**src/rtl/matmul_pkg.sv**
```systemverilog
// matmul_pkg: shared constants and types for the matmul APB requester
package matmul_pkg;

    localparam int DATA_WIDTH_DEF  = 16;
    localparam int BUS_WIDTH_DEF   = 64;
    localparam int ADDR_WIDTH_DEF  = 32;
    localparam int CMD_DEPTH_DEF   = 4;
    localparam int APB_TIMEOUT_DEF = 64;
    localparam int STRB_WIDTH      = BUS_WIDTH_DEF / DATA_WIDTH_DEF;

    typedef struct packed {
        logic                      write;
        logic [ADDR_WIDTH_DEF-1:0] addr;
        logic [BUS_WIDTH_DEF-1:0]  wdata;
        logic [STRB_WIDTH-1:0]     strb;
    } apb_cmd_t;

    typedef enum logic [1:0] {IDLE, SETUP, ACCESS, RESP} apb_mst_state_t;

endpackage

```
**src/rtl/matmul_cmd_fifo.sv**
```systemverilog
// matmul_cmd_fifo: command FIFO; pointers carry one extra wrap bit to tell full from empty
module matmul_cmd_fifo
    import matmul_pkg::*;
#(
    parameter int DEPTH = CMD_DEPTH_DEF
) (
    input  logic     clk_i,
    input  logic     rst_ni,
    input  logic     push,
    input  logic     pop,
    input  apb_cmd_t wdata,
    output apb_cmd_t rdata,
    output logic     full,
    output logic     empty
);

    localparam int AW = $clog2(DEPTH);

    apb_cmd_t       mem [DEPTH];
    logic [AW:0]    wptr, rptr;
    logic           do_push, do_pop;

    assign empty = wptr == rptr;
    assign full  = (wptr[AW] != rptr[AW]) && (wptr[AW-1:0] == rptr[AW-1:0]);
    // Push+pop while empty passes the entry straight through and leaves the pointers alone
    assign do_push = push && (empty ? !pop : (!full || pop));
    assign do_pop  = pop && !empty;
    assign rdata   = empty ? wdata : mem[rptr[AW-1:0]];

    always_ff @(posedge clk_i)
        if (do_push) mem[wptr[AW-1:0]] <= wdata;

    always_ff @(posedge clk_i or negedge rst_ni)
        if (!rst_ni) begin
            wptr <= '0;
            rptr <= '0;
        end else begin
            if (do_push) wptr <= wptr + (AW+1)'(1);
            if (do_pop)  rptr <= rptr + (AW+1)'(1);
        end

endmodule

```
**src/rtl/matmul_apb_master.sv**
```systemverilog
// matmul_apb_master: buffers register commands and runs them as APB transfers with timeout,
// returning one in-order response per command.
module matmul_apb_master
    import matmul_pkg::*;
#(
    parameter int DATA_WIDTH  = DATA_WIDTH_DEF,
    parameter int BUS_WIDTH   = BUS_WIDTH_DEF,
    parameter int ADDR_WIDTH  = ADDR_WIDTH_DEF,
    parameter int CMD_DEPTH   = CMD_DEPTH_DEF,
    parameter int TIMEOUT_CYC = APB_TIMEOUT_DEF
) (
    input  logic                            clk_i,
    input  logic                            rst_ni,
    input  logic                            cmd_valid_i,
    output logic                            cmd_ready_o,
    input  logic                            cmd_write_i,
    input  logic [ADDR_WIDTH-1:0]           cmd_addr_i,
    input  logic [BUS_WIDTH-1:0]            cmd_wdata_i,
    input  logic [BUS_WIDTH/DATA_WIDTH-1:0] cmd_strb_i,
    output logic                            rsp_valid_o,
    input  logic                            rsp_ready_i,
    output logic [BUS_WIDTH-1:0]            rsp_rdata_o,
    output logic                            rsp_err_o,
    output logic                            rsp_timeout_o,
    output logic                            psel_o,
    output logic                            penable_o,
    output logic                            pwrite_o,
    output logic [BUS_WIDTH/DATA_WIDTH-1:0] pstrb_o,
    output logic [BUS_WIDTH-1:0]            pwdata_o,
    output logic [ADDR_WIDTH-1:0]           paddr_o,
    input  logic                            pready_i,
    input  logic                            pslverr_i,
    input  logic [BUS_WIDTH-1:0]            prdata_i,
    output logic                            busy_o
);

    localparam int                TW   = $clog2(TIMEOUT_CYC) + 1;
    localparam logic [TW-1:0]     TLIM = TW'(TIMEOUT_CYC - 1);

    apb_cmd_t       cmd, head, xfer, load;
    apb_mst_state_t state;
    logic [TW-1:0]  tcnt;
    logic           full, empty, pop;

    assign cmd = '{write: cmd_write_i, addr: cmd_addr_i, wdata: cmd_wdata_i, strb: cmd_strb_i};
    // Reads never expose stale write data or strobes on the bus
    assign load = '{write: head.write, addr: head.addr,
                    wdata: head.write ? head.wdata : '0, strb: head.write ? head.strb : '0};
    assign pop = !empty && (state == IDLE || (state == RESP && rsp_ready_i));

    assign cmd_ready_o = !full;
    assign busy_o      = !empty || state != IDLE;
    assign pwrite_o    = xfer.write;
    assign paddr_o     = xfer.addr;
    assign pwdata_o    = xfer.wdata;
    assign pstrb_o     = xfer.strb;

    matmul_cmd_fifo #(.DEPTH(CMD_DEPTH)) u_fifo (
        .clk_i (clk_i),
        .rst_ni(rst_ni),
        .push  (cmd_valid_i && !full),
        .pop   (pop),
        .wdata (cmd),
        .rdata (head),
        .full  (full),
        .empty (empty)
    );

    always_ff @(posedge clk_i or negedge rst_ni)
        if (!rst_ni) begin
            state         <= IDLE;
            xfer          <= '0;
            tcnt          <= '0;
            psel_o        <= 1'b0;
            penable_o     <= 1'b0;
            rsp_valid_o   <= 1'b0;
            rsp_rdata_o   <= '0;
            rsp_err_o     <= 1'b0;
            rsp_timeout_o <= 1'b0;
        end else begin
            case (state)
                IDLE:
                    if (pop) begin
                        xfer   <= load;
                        psel_o <= 1'b1;
                        state  <= SETUP;
                    end
                SETUP: begin
                    penable_o <= 1'b1;
                    tcnt      <= '0;
                    state     <= ACCESS;
                end
                ACCESS: begin
                    tcnt <= tcnt + TW'(1);
                    if (pready_i || tcnt == TLIM) begin
                        psel_o        <= 1'b0;
                        penable_o     <= 1'b0;
                        rsp_valid_o   <= 1'b1;
                        rsp_err_o     <= !pready_i || pslverr_i;
                        rsp_timeout_o <= !pready_i;
                        rsp_rdata_o   <= (pready_i && !xfer.write) ? prdata_i : '0;
                        state         <= RESP;
                    end
                end
                RESP:
                    if (rsp_ready_i) begin
                        rsp_valid_o <= 1'b0;
                        if (pop) begin
                            xfer   <= load;
                            psel_o <= 1'b1;
                            state  <= SETUP;
                        end else begin
                            state <= IDLE;
                        end
                    end
                default: state <= IDLE;
            endcase
        end

endmodule
```
**config.mk**
```make
export PLATFORM = sky130hd
export DESIGN_NAME = matmul_apb_master
export DESIGN_NICKNAME = d
export VERILOG_FILES = /design/src/rtl/matmul_pkg.sv /design/src/rtl/matmul_cmd_fifo.sv /design/src/rtl/matmul_apb_master.sv
export SDC_FILE = /design/constraint.sdc
export NUM_CORES = 1
export LEC_CHECK = 0
export CORE_ASPECT_RATIO = 0.8
export CORE_MARGIN = 2
export CORE_UTILIZATION = 35
export DETAILED_ROUTE_END_ITERATION = 7
export PLACE_DENSITY = 0.6
export SLEW_MARGIN = 10
export SYNTH_ARGS = -nofsm -noshare
export SYNTH_HDL_FRONTEND = slang
export SYNTH_HIERARCHICAL = 1
export SYNTH_SLANG_ARGS = --single-unit
```
**constraint.sdc**
```tcl
create_clock -name clk_i -period 21 [get_ports clk_i]
set_clock_uncertainty 0.15 [all_clocks]
set_input_delay 2.1 -clock clk_i [delete_from_list [all_inputs] [get_ports clk_i]]
set_output_delay 2.1 -clock clk_i [all_outputs]
set_load 0.05 [all_outputs]
```
==> results of run 1 <==
==> per-stage QoR <==
stage,instances,hold slack (ns),power (mW),cell area [um2]
6_report,2595,0.3141,5.058,29560
5_1_grt,2594,0.3390,5.328,29560
4_1_cts,2594,0.3192,5.138,29560
3_5_place_dp,2483,0.3058,3.979,27420
3_3_place_gp,2483,0.3050,3.952,27420
2_1_floorplan,1346,0.3199,3.341,23270
==> flip-flops by register name, indices dropped and copies added (netlist names) <==
signal,cells
u_fifo/mem,404
pwdata_o,64
rsp_rdata_o,64
paddr_o,32
tcnt,7
pstrb_o,4
u_fifo/rptr,3
u_fifo/wptr,3
state,2
penable_o,1
psel_o,1
pwrite_o,1
rsp_err_o,1
rsp_timeout_o,1
rsp_valid_o,1
==> cells in the final DEF (no fill, tap or decap), drive strengths merged, types with 2 or more instances in the layout <==
cell type,count
o21ai,10
clkinvlp,6
edfxtp,404
a21oi,7
and3,3
clkdlybuf4s50,341
xor2,2
ha,11
clkinv,20
a22o,66
bufinv,10
nor2,8
clkbuf,72
o31ai,2
mux2i,4
xnor2,5
mux2,103
nand3,72
nand2b,2
and2,4
nor2b,2
buf,14
dfrtp,185
mux4,101
a31oi,4
nand2,247
inv,17
==> metal layers <==
layer,track usage [%],part of all wire [%]
met3,3.585,5.7
met5,0,0.15
met2,25.19,47
met4,4.134,1.9
met1,22.13,45
==> layout make-up <==
cell class              instances  area, um2
fillers                      5780      36230
flip-flops and latches        589      16770
multi-input cells             665       5996
repair buffers                356       3532
clock buffers                  71       1659
well taps                     860       1076
clock inverters                40      478.0
inverters                      13      48.80
diodes                          1      2.502
==> power breakdown <==
group          leakage, nW  total (mW)  switching, mW  internal, mW
Combinational         3.95        2.13           1.30         0.829
Sequential            6.06        1.79          0.163          1.63
Clock                 1.04        1.14          0.450         0.687
==> synthesized netlist by cell type (all sizes together), types with 2 or more instances <==
cell type | n | area, um2
clkbuf | 31 | 116.4
a22o | 66 | 578.1
nand2 | 247 | 927.1
nand2b | 2 | 20.02
mux2i | 4 | 40.04
and2 | 4 | 25.02
and3 | 3 | 20.02
dfrtp | 185 | 4629
o21ai | 10 | 50.05
ha | 11 | 137.6
inv | 13 | 48.80
nor2 | 8 | 32.54
edfxtp | 404 | 12130
o31ai | 2 | 15.01
a31oi | 4 | 25.02
a21oi | 7 | 46.30
mux2 | 103 | 1160
nand3 | 72 | 365.3
mux4 | 101 | 2275
xor2 | 2 | 17.52
xnor2 | 5 | 70.08
buf | 48 | 402.9
nor2b | 2 | 12.51
==> critical path: cells and delay by family, from the launching register on <==
| kind | cells | cell delay, ns |
|---|---|---|
| DFF | 1 | 0.78 |
| and+or+nand+nor | 2 | 0.91 |
| xor gates and xnor gates | 1 | 0.53 |
| buffers and inverters | 2 | 1.27 |
==> how the worst min path moves through the flow <==
stage	startpoint	to	slack, ns	cells past startpoint
CTS	pwdata_o[22]	pwdata_o[22]	0.32	2
floorplan	tcnt[5]	tcnt[5]	0.32	1
global placement	pwdata_o[13]	pwdata_o[13]	0.31	2
detailed placement	pwdata_o[22]	pwdata_o[22]	0.31	2
global route	pwdata_o[22]	pwdata_o[22]	0.34	2
finish	pwdata_o[12]	pwdata_o[12]	0.31	2
==> logic make-up (layout without fill, tap and decap cells) <==
logic type      after synthesis  in the layout  share of synthesized area [%]
flops                       589            589                          72.04
simple gates                341            341                          6.141
mux                         208            208                          14.93
compound gates               97             97                          3.377
buf+inv                      92            480                          2.441
fa+ha+maj                    11             11                         0.5915
xor+xnor                      8              8                         0.4787
other cells                   0              1                              0
==> flow_metrics.py, run 1 <==
metrics = {
    "global_routing": {
        "grt_max_degree": 90,
        "overflow": 0,
        "antenna_found_initial": 6,
        "grt_pass1_wl_mm": 83.49,
        "grt_pass1_vias": 13372,
        "grtUsageTotal_pct": 15.87,
    },
    "yosys": {
        "syn-num-nets": 1528,
        "yosys.cell_types.count": 46,
        "synth-edff-count": 404,
        "ys_ff_latch": 589,
        "seq_area_frac_synth_pct": 72.04,
        "syn_inst": 1346,
        "synth_area_um2": 23270,
        "ys.flop_type": "edfxtp_1",
        "avgSynthCellArea_um2": 17.29,
        "synthArstFlopShare_pct": 31.41,
        "ys_warn_count": 6,
    },
    "critical_path": {
        "start_kind": "flop",
        "startpoint": "u_fifo/rptr[1]",
        "worst_ep_required_time_ns": 18.75,
        "cp-endpoint": "busy_o",
        "reg2reg_slack_ns": 15.23,
        "r2r_start": "u_fifo/rptr[1]",
        "crit_slowest_cell": "dfrtp_4",
        "crit_fanout": 51,
        "arrival_ns": 4.11,
        "rr_endpoint": "u_fifo/mem[1][49]",
        "slowest_delay_ns": 0.78,
        "crit_chain": "xnor2_2, nand3_4, inv_1, nand2_1, clkdlybuf4s50_1",
        "rr_worst_depth": 8,
        "cp-end-kind": "primary output",
        "crit_type": "reg2out",
    },
    "floorplanning": {
        "coreArea_um2": 65790,
        "die_w_um": 292.3,
        "start_util_pct": 35.36,
        "die_area_um2": 68570,
        "ios": 343,
        "die_h_um": 234.6,
        "rows": 84,
    },
    "sta": {
        "min_period_over_period_pct": 30.27,
        "tightestPinTransition_ns": 1.098,
        "maxSlewViolCount": 0,
        "slew_headroom_pct": 26.83,
        "layout_min_cycle_time_ns": 6.357,
        "fin_tns_setup_ns": 0,
        "fmax_mhz": 157.3,
        "setup_slack_ns": 14.64,
        "rsz0062_at_grt": "no",
        "finalSetupViolCount": 0,
        "hold_viol_final": 0,
    },
    "placed_design": {
        "dp_hpwl_mm": 33.47,
        "place_ws_ns": 14.89,
        "place.port_buffers": 342,
        "place.gp.congestion": 0.7493,
    },
    "clocking": {
        "cts_made_buffers": 59,
        "cts_root_buf": "clkbuf_16",
        "clock_latency_ns": 0.61,
        "cts_tree": "done",
        "cts.sinks": 589,
        "h-tree-depth": 2,
        "path_clk_slew_ns": 0.06,
        "cts_resized": 0,
        "cts_setup_buffers": 0,
        "cts_max_path_buffers": 3,
        "hold_buffers": 0,
    },
    "power": {
        "ir_drop_mv": 0.09255,
        "leakage_nw": 11.05,
        "powerDensity_nw_per_um2": 171.1,
    },
    "min_path": {
        "min_path_type": "reg2reg",
    },
    "route": {
        "wirelength_mm": 54.96,
        "route.detailed.drc": 0,
        "drt_iter0_drc": 841,
        "ant_nets": 0,
        "wire_per_inst_um": 21.18,
        "dr.pass1.iters": 7,
        "viasPerCell": 4.947,
        "dr_total_vias": 12838,
    },
    "final_layout": {
        "nets": 1866,
        "syn2layout_area_growth_pct": 27.05,
        "final_util_pct": 44.93,
        "drive_gt1_share_pct": 19.03,
    },
    "job": {
        "drv_cap": 0,
    },
    "run_status": {
        "status": "finished clean",
    },
}
Note: power is estimated with default switching activity, not from simulation.
==> inputs of run 2 (changes only) <==
--- a/config.mk
+++ b/config.mk
@@ -9,7 +9,7 @@
 export CORE_MARGIN = 2
 export CORE_UTILIZATION = 35
 export DETAILED_ROUTE_END_ITERATION = 7
-export PLACE_DENSITY = 0.6
+export PLACE_DENSITY = 0.62
 export SLEW_MARGIN = 10
 export SYNTH_ARGS = -nofsm -noshare
 export SYNTH_HDL_FRONTEND = slang
==> constraint.sdc (replaced) <==
create_clock -name clk_i -period 5.4 [get_ports clk_i]
set_clock_uncertainty 0.15 [all_clocks]
set_input_delay 0.54 -clock clk_i [delete_from_list [all_inputs] [get_ports clk_i]]
set_output_delay 0.54 -clock clk_i [all_outputs]
set_load 0.05 [all_outputs]
==> flow_metrics.py, run 2 (synthesis results as in run 1) <==
metrics = {
    "run_status": {
        "status": "finished clean",
    },
    "sta": {
        "setup_slack_ns": 1.599,
        "whs_ns": 0.3132,
        "min_period_over_period_pct": 70.39,
        "fin_tns_setup_ns": 0,
        "fmax_mhz": 263.1,
        "tightestPinTransition_ns": 1.057,
        "maxSlewViolCount": 0,
        "layout_min_cycle_time_ns": 3.801,
        "rsz0062_at_grt": "no",
        "hold_viol_final": 0,
        "finalSetupViolCount": 0,
        "slew_headroom_pct": 29.55,
    },
    "placed_design": {
        "dp_hpwl_mm": 32.58,
        "place.port_buffers": 342,
        "place_ws_ns": 1.486,
        "place.gp.congestion": 0.7225,
    },
    "final_layout": {
        "largest_reg_flops": 404,
        "multi_input_area_um2": 5996,
        "drive_gt1_share_pct": 19.04,
        "syn2layout_area_growth_pct": 27.42,
        "final_common_cell": "edfxtp_1",
        "regArea_um2": 16770,
        "fillCellCount": 5699,
        "layout_common_cells": "edfxtp_1 (404), clkdlybuf4s50_1 (341), nand2_1 (247)",
        "nets": 1873,
    },
    "critical_path": {
        "startpoint": "u_fifo/rptr[1]",
        "crit_buf_inv": 2,
        "cp-end-kind": "flop",
        "crit_chain": "xnor2_2, nand3_4, inv_1, nor2_1, xor3_1, a31oi_1, and2_4, buf_12",
        "crit_fanout": 52,
        "path_delay_family": "simple AND/OR/NAND/NOR gates",
        "arrival_ns": 3.92,
        "worst_ep_required_time_ns": 5.52,
        "crit_slowest_cell": "and2_4",
        "slowest_delay_ns": 0.65,
        "start_kind": "flop",
        "r2r_start": "u_fifo/rptr[1]",
        "crit_type": "reg2reg",
    },
    "route": {
        "route.detailed.drc": 0,
        "ant_nets": 0,
        "wirelength_mm": 54.33,
        "viasPerCell": 4.949,
        "dr.pass1.iters": 5,
        "wire_per_inst_um": 20.85,
        "drt_iter0_drc": 760,
        "dr_total_vias": 12896,
    },
    "floorplanning": {
        "ios": 343,
        "rows": 84,
        "die_area_um2": 68570,
        "die_h_um": 234.6,
        "start_util_pct": 35.36,
        "coreArea_um2": 65790,
        "die_w_um": 292.3,
    },
    "global_routing": {
        "grt_max_degree": 109,
        "grt_pass1_wl_mm": 83.72,
        "antenna_found_initial": 9,
        "overflow": 0,
        "grtUsageTotal_pct": 15.81,
        "grt_pass1_vias": 13753,
    },
    "min_path": {
        "hold_start": "pwdata_o[34]",
        "min_path_type": "reg2reg",
    },
    "clocking": {
        "cts_resized": 0,
        "clock_latency_ns": 0.61,
        "path_clk_slew_ns": 0.06,
        "h-tree-depth": 2,
        "cts_setup_buffers": 0,
        "cts_tree": "done",
        "cts_max_path_buffers": 3,
        "cts_root_buf": "clkbuf_16",
        "cts_made_buffers": 61,
        "cts.sinks": 589,
    },
    "job": {
        "drv_cap": 0,
    },
    "power": {
        "leakage_nw": 11.07,
        "powerDensity_nw_per_um2": 662.2,
        "ir_drop_mv": 0.4122,
    },
}
-- run 2: changes by cell type in the layout (fill, tap and decap cells not counted), sizes merged --
cell / previous run / this run
buf: 14 / 18
dlygate4sd3: 0 / 1
clkbuf: 72 / 81
clkinvlp: 6 / 7
bufinv: 10 / 8
diode: 1 / 2
inv: 17 / 14
-- run 2: per-layer routing --
metal / up-vias / GRT usage (%) / share of wire [%]
met1: 6713 / 21.45 / 44
met2: 263 / 26.00 / 49
met5: - / 0 / 0.16
li1: 5837 / - / -
met4: 14 / 3.885 / 1.5
met3: 69 / 3.471 / 5.3
-- run 2: through the flow --
step           utilization [%]  instance area (um2)  total power, mW  std cells
2_1_floorplan                -                23280            12.97       1346
3_3_place_gp             41.86                27540            15.42       2487
3_5_place_dp             41.86                27540            15.55       2487
4_1_cts                  45.05                29640            19.96       2604
5_1_grt                  45.06                29650            20.70       2606
6_report                 45.06                29650            19.63       2606
-- run 2: worst register-to-register path, cell delays in order (launching register included) --
cell and delay (ns):
dfrtp_4 0.48, xnor2_2 0.41, nand3_4 0.12, inv_1 0.23
nor2_1 0.17, xor3_1 0.27, a31oi_1 0.51, and2_4 0.65
buf_12 0.36
-- run 2: area by class of cell --
cell class              count  area share, %
inverters                  13         0.1646
multi-input cells         665          20.22
diodes                      2        0.01688
clock buffers              80          5.735
well taps                 860          3.629
flip-flops and latches    589          56.56
repair buffers            361          12.34
clock inverters            36          1.325
-- run 2: where the power goes --
part	internal, mW	leakage [nW]	total [mW]	switching, mW
logic	3.29	4.00	8.50	5.21
registers	6.32	6.06	6.81	0.496
clock network	2.59	1.01	4.32	1.73
-- run 2: what timing repair did --
item	in CTS	in global routing
setup endpoints to repair	0	0
hold endpoints to repair	69	0
hold buffers	1	0
-- run 2: worst paths after layout --
check,to,slack [ns],cells after the start
worst max-delay path,u_fifo/mem[2][75],1.60,8
worst min-delay path,pwdata_o[34],0.31,2
worst max register to register,u_fifo/mem[2][75],1.60,8
worst min register to register,pwdata_o[34],0.31,2
max in group asynchronous,rsp_rdata_o[17],3.46,3
min in group asynchronous,rsp_rdata_o[3],0.43,2
==> inputs of run 3 (changes only) <==
==> constraint.sdc (replaced) <==
create_clock -name clk_i -period 3.1 [get_ports clk_i]
set_clock_uncertainty 0.15 [all_clocks]
set_input_delay 0.31 -clock clk_i [delete_from_list [all_inputs] [get_ports clk_i]]
set_output_delay 0.31 -clock clk_i [all_outputs]
set_load 0.05 [all_outputs]
==> flow_metrics.py, run 3 (synthesis results as in run 1) <==
metrics = {
    "clocking": {
        "path_clk_slew_ns": 0.07,
        "cts_setup_buffers": 0,
        "cts_made_buffers": 59,
        "cts_root_buf": "clkbuf_16",
        "h-tree-depth": 2,
        "cts_tree": "done",
        "cts.sinks": 589,
        "cts_max_path_buffers": 3,
        "clock_latency_ns": 0.62,
    },
    "route": {
        "dr_total_vias": 12958,
        "ant_nets": 0,
        "dr.pass1.iters": 6,
        "viasPerCell": 4.946,
        "wirelength_mm": 55.88,
        "route.detailed.drc": 0,
        "wire_per_inst_um": 21.33,
        "drt_iter0_drc": 889,
    },
    "sta": {
        "slew_headroom_pct": 49.98,
        "rsz0062_at_grt": "no",
        "setup_slack_ns": 0.2831,
        "fin_tns_setup_ns": 0,
        "whs_ns": 0.1606,
        "min_period_over_period_pct": 90.87,
        "tightestPinTransition_ns": 0.7503,
        "layout_min_cycle_time_ns": 2.817,
        "fmax_mhz": 355.0,
        "maxSlewViolCount": 0,
        "hold_viol_final": 0,
        "finalSetupViolCount": 0,
    },
    "floorplanning": {
        "die_area_um2": 68570,
        "ios": 343,
        "rows": 84,
        "die_h_um": 234.6,
        "coreArea_um2": 65790,
        "die_w_um": 292.3,
        "start_util_pct": 35.36,
    },
    "final_layout": {
        "final_util_pct": 45.40,
        "nets": 1888,
        "layout_common_cells": "edfxtp_1 (404), clkdlybuf4s50_1 (339), nand2_1 (247)",
        "syn2layout_area_growth_pct": 28.38,
        "instances_no_fill": 2620,
        "final_design_area_no_fill_um2": 29870,
        "largest_reg_flops": 404,
        "drive_gt1_share_pct": 19.59,
        "final_common_cell": "edfxtp_1",
    },
    "placed_design": {
        "place_ws_ns": 0.1720,
        "place.gp.congestion": 0.7440,
        "dp_hpwl_mm": 33.23,
        "place.port_buffers": 342,
        "postPlaceCellArea_um2": 27870,
        "placedCellCount": 2504,
    },
    "power": {
        "internal_power_mw": 21.39,
        "powerDensity_nw_per_um2": 1157,
        "ir_drop_mv": 1.506,
        "p_clk_share_pct": 21.1,
        "leakage_nw": 11.16,
        "power_mw": 34.57,
        "p_seq_share_pct": 34.4,
        "p_comb_share_pct": 44.5,
        "p_sw_share_pct": 38.14,
        "p_sw_mw": 13.19,
    },
    "global_routing": {
        "grtUsageTotal_pct": 16.36,
        "antenna_found_initial": 11,
        "grt_pass1_wl_mm": 86.14,
        "grt_max_degree": 104,
        "grt_pass1_vias": 13707,
        "overflow": 0,
    },
    "min_path": {
        "holdPathStages": 2,
        "min_path_type": "in2reg",
    },
    "critical_path": {
        "crit_type": "reg2reg",
        "worst_ep_required_time_ns": 3.26,
        "path_delay_family": "buffers and inverters",
        "cp-end-kind": "flop",
        "slowest_delay_ns": 0.43,
        "start_kind": "flop",
        "crit_chain": "inv_1, ha_1, a21oi_1, nor2_4, xor3_1, a31oi_1, buf_4, and2_4, buf_12",
        "crit_fanout": 24,
        "path_depth": 9,
        "crit_buf_inv": 3,
        "arrival_ns": 2.97,
        "crit_slowest_cell": "dfrtp_1",
        "rr_worst_depth": 9,
    },
    "job": {
        "drv_cap": 0,
    },
    "run_status": {
        "status": "finished clean",
    },
}
==> run 3: cell count changes in the layout (fill, tap and decap cells not counted), sizes merged, moves of 2 or more <==
cell,before,now
clkinvlp,7,2
clkdlybuf4s50,341,339
buf,18,36
diode,2,4
clkinv,20,22
==> run 3: power groups by stage <==
stage	sequential (mW)	combinational [mW]	clock, mW
6_report	11.9	15.4	7.29
5_1_grt	12.1	16.5	7.80
4_1_cts	11.9	15.7	7.53
3_5_place_dp	12.0	15.7	0
3_3_place_gp	11.9	15.6	0
2_1_floorplan	14.9	7.73	0
==> run 3: path summary, 6_finish.rpt <==
path                         startpoint           endpoint  slack [ns]
max in group asynchronous        rst_ni       pwdata_o[10]        1.70
setup reg to reg               state[0]  u_fifo/mem[1][55]        0.28
setup / recovery               state[0]  u_fifo/mem[1][55]        0.28
hold / removal             prdata_i[45]    rsp_rdata_o[45]        0.16
min in group asynchronous        rst_ni    rsp_rdata_o[30]        0.19
hold reg to reg            pwdata_o[11]       pwdata_o[11]        0.31
==> run 3: area by class of cell <==
class	count	area, um2
Antenna cell	4	10.01
Clock buffer	79	1622
Clock inverter	32	362.8
Fill cell	5734	35920
Inverter	13	56.30
Multi-Input combinational cell	665	6015
Sequential cell	589	16770
Tap cell	860	1076
Timing Repair Buffer	378	3959
==> run 3: worst reg2reg max path, stage by stage, from the launching register on <==
cell     delay [ns]
dfrtp_1        0.43
inv_1          0.11
ha_1           0.26
a21oi_1        0.26
nor2_4         0.07
xor3_1         0.24
a31oi_1        0.24
buf_4          0.18
and2_4         0.33
buf_12         0.24
==> run 3: metal layers <==
metal / wire [um] / global-route usage [%]
met1: 25460 / 23.21
met2: 25790 / 25.16
met3: 3256 / 3.963
met4: 1274 / 4.646
met5: 91 / 0
==> run 3: repair_timing <==
| item | CTS | global route |
|---|---|---|
| endpoints found under the hold margin | 70 | 0 |
| resized for setup | 1 | 0 |
| hold buffers | 1 | 0 |
| setup endpoints to repair | 1 | 0 |
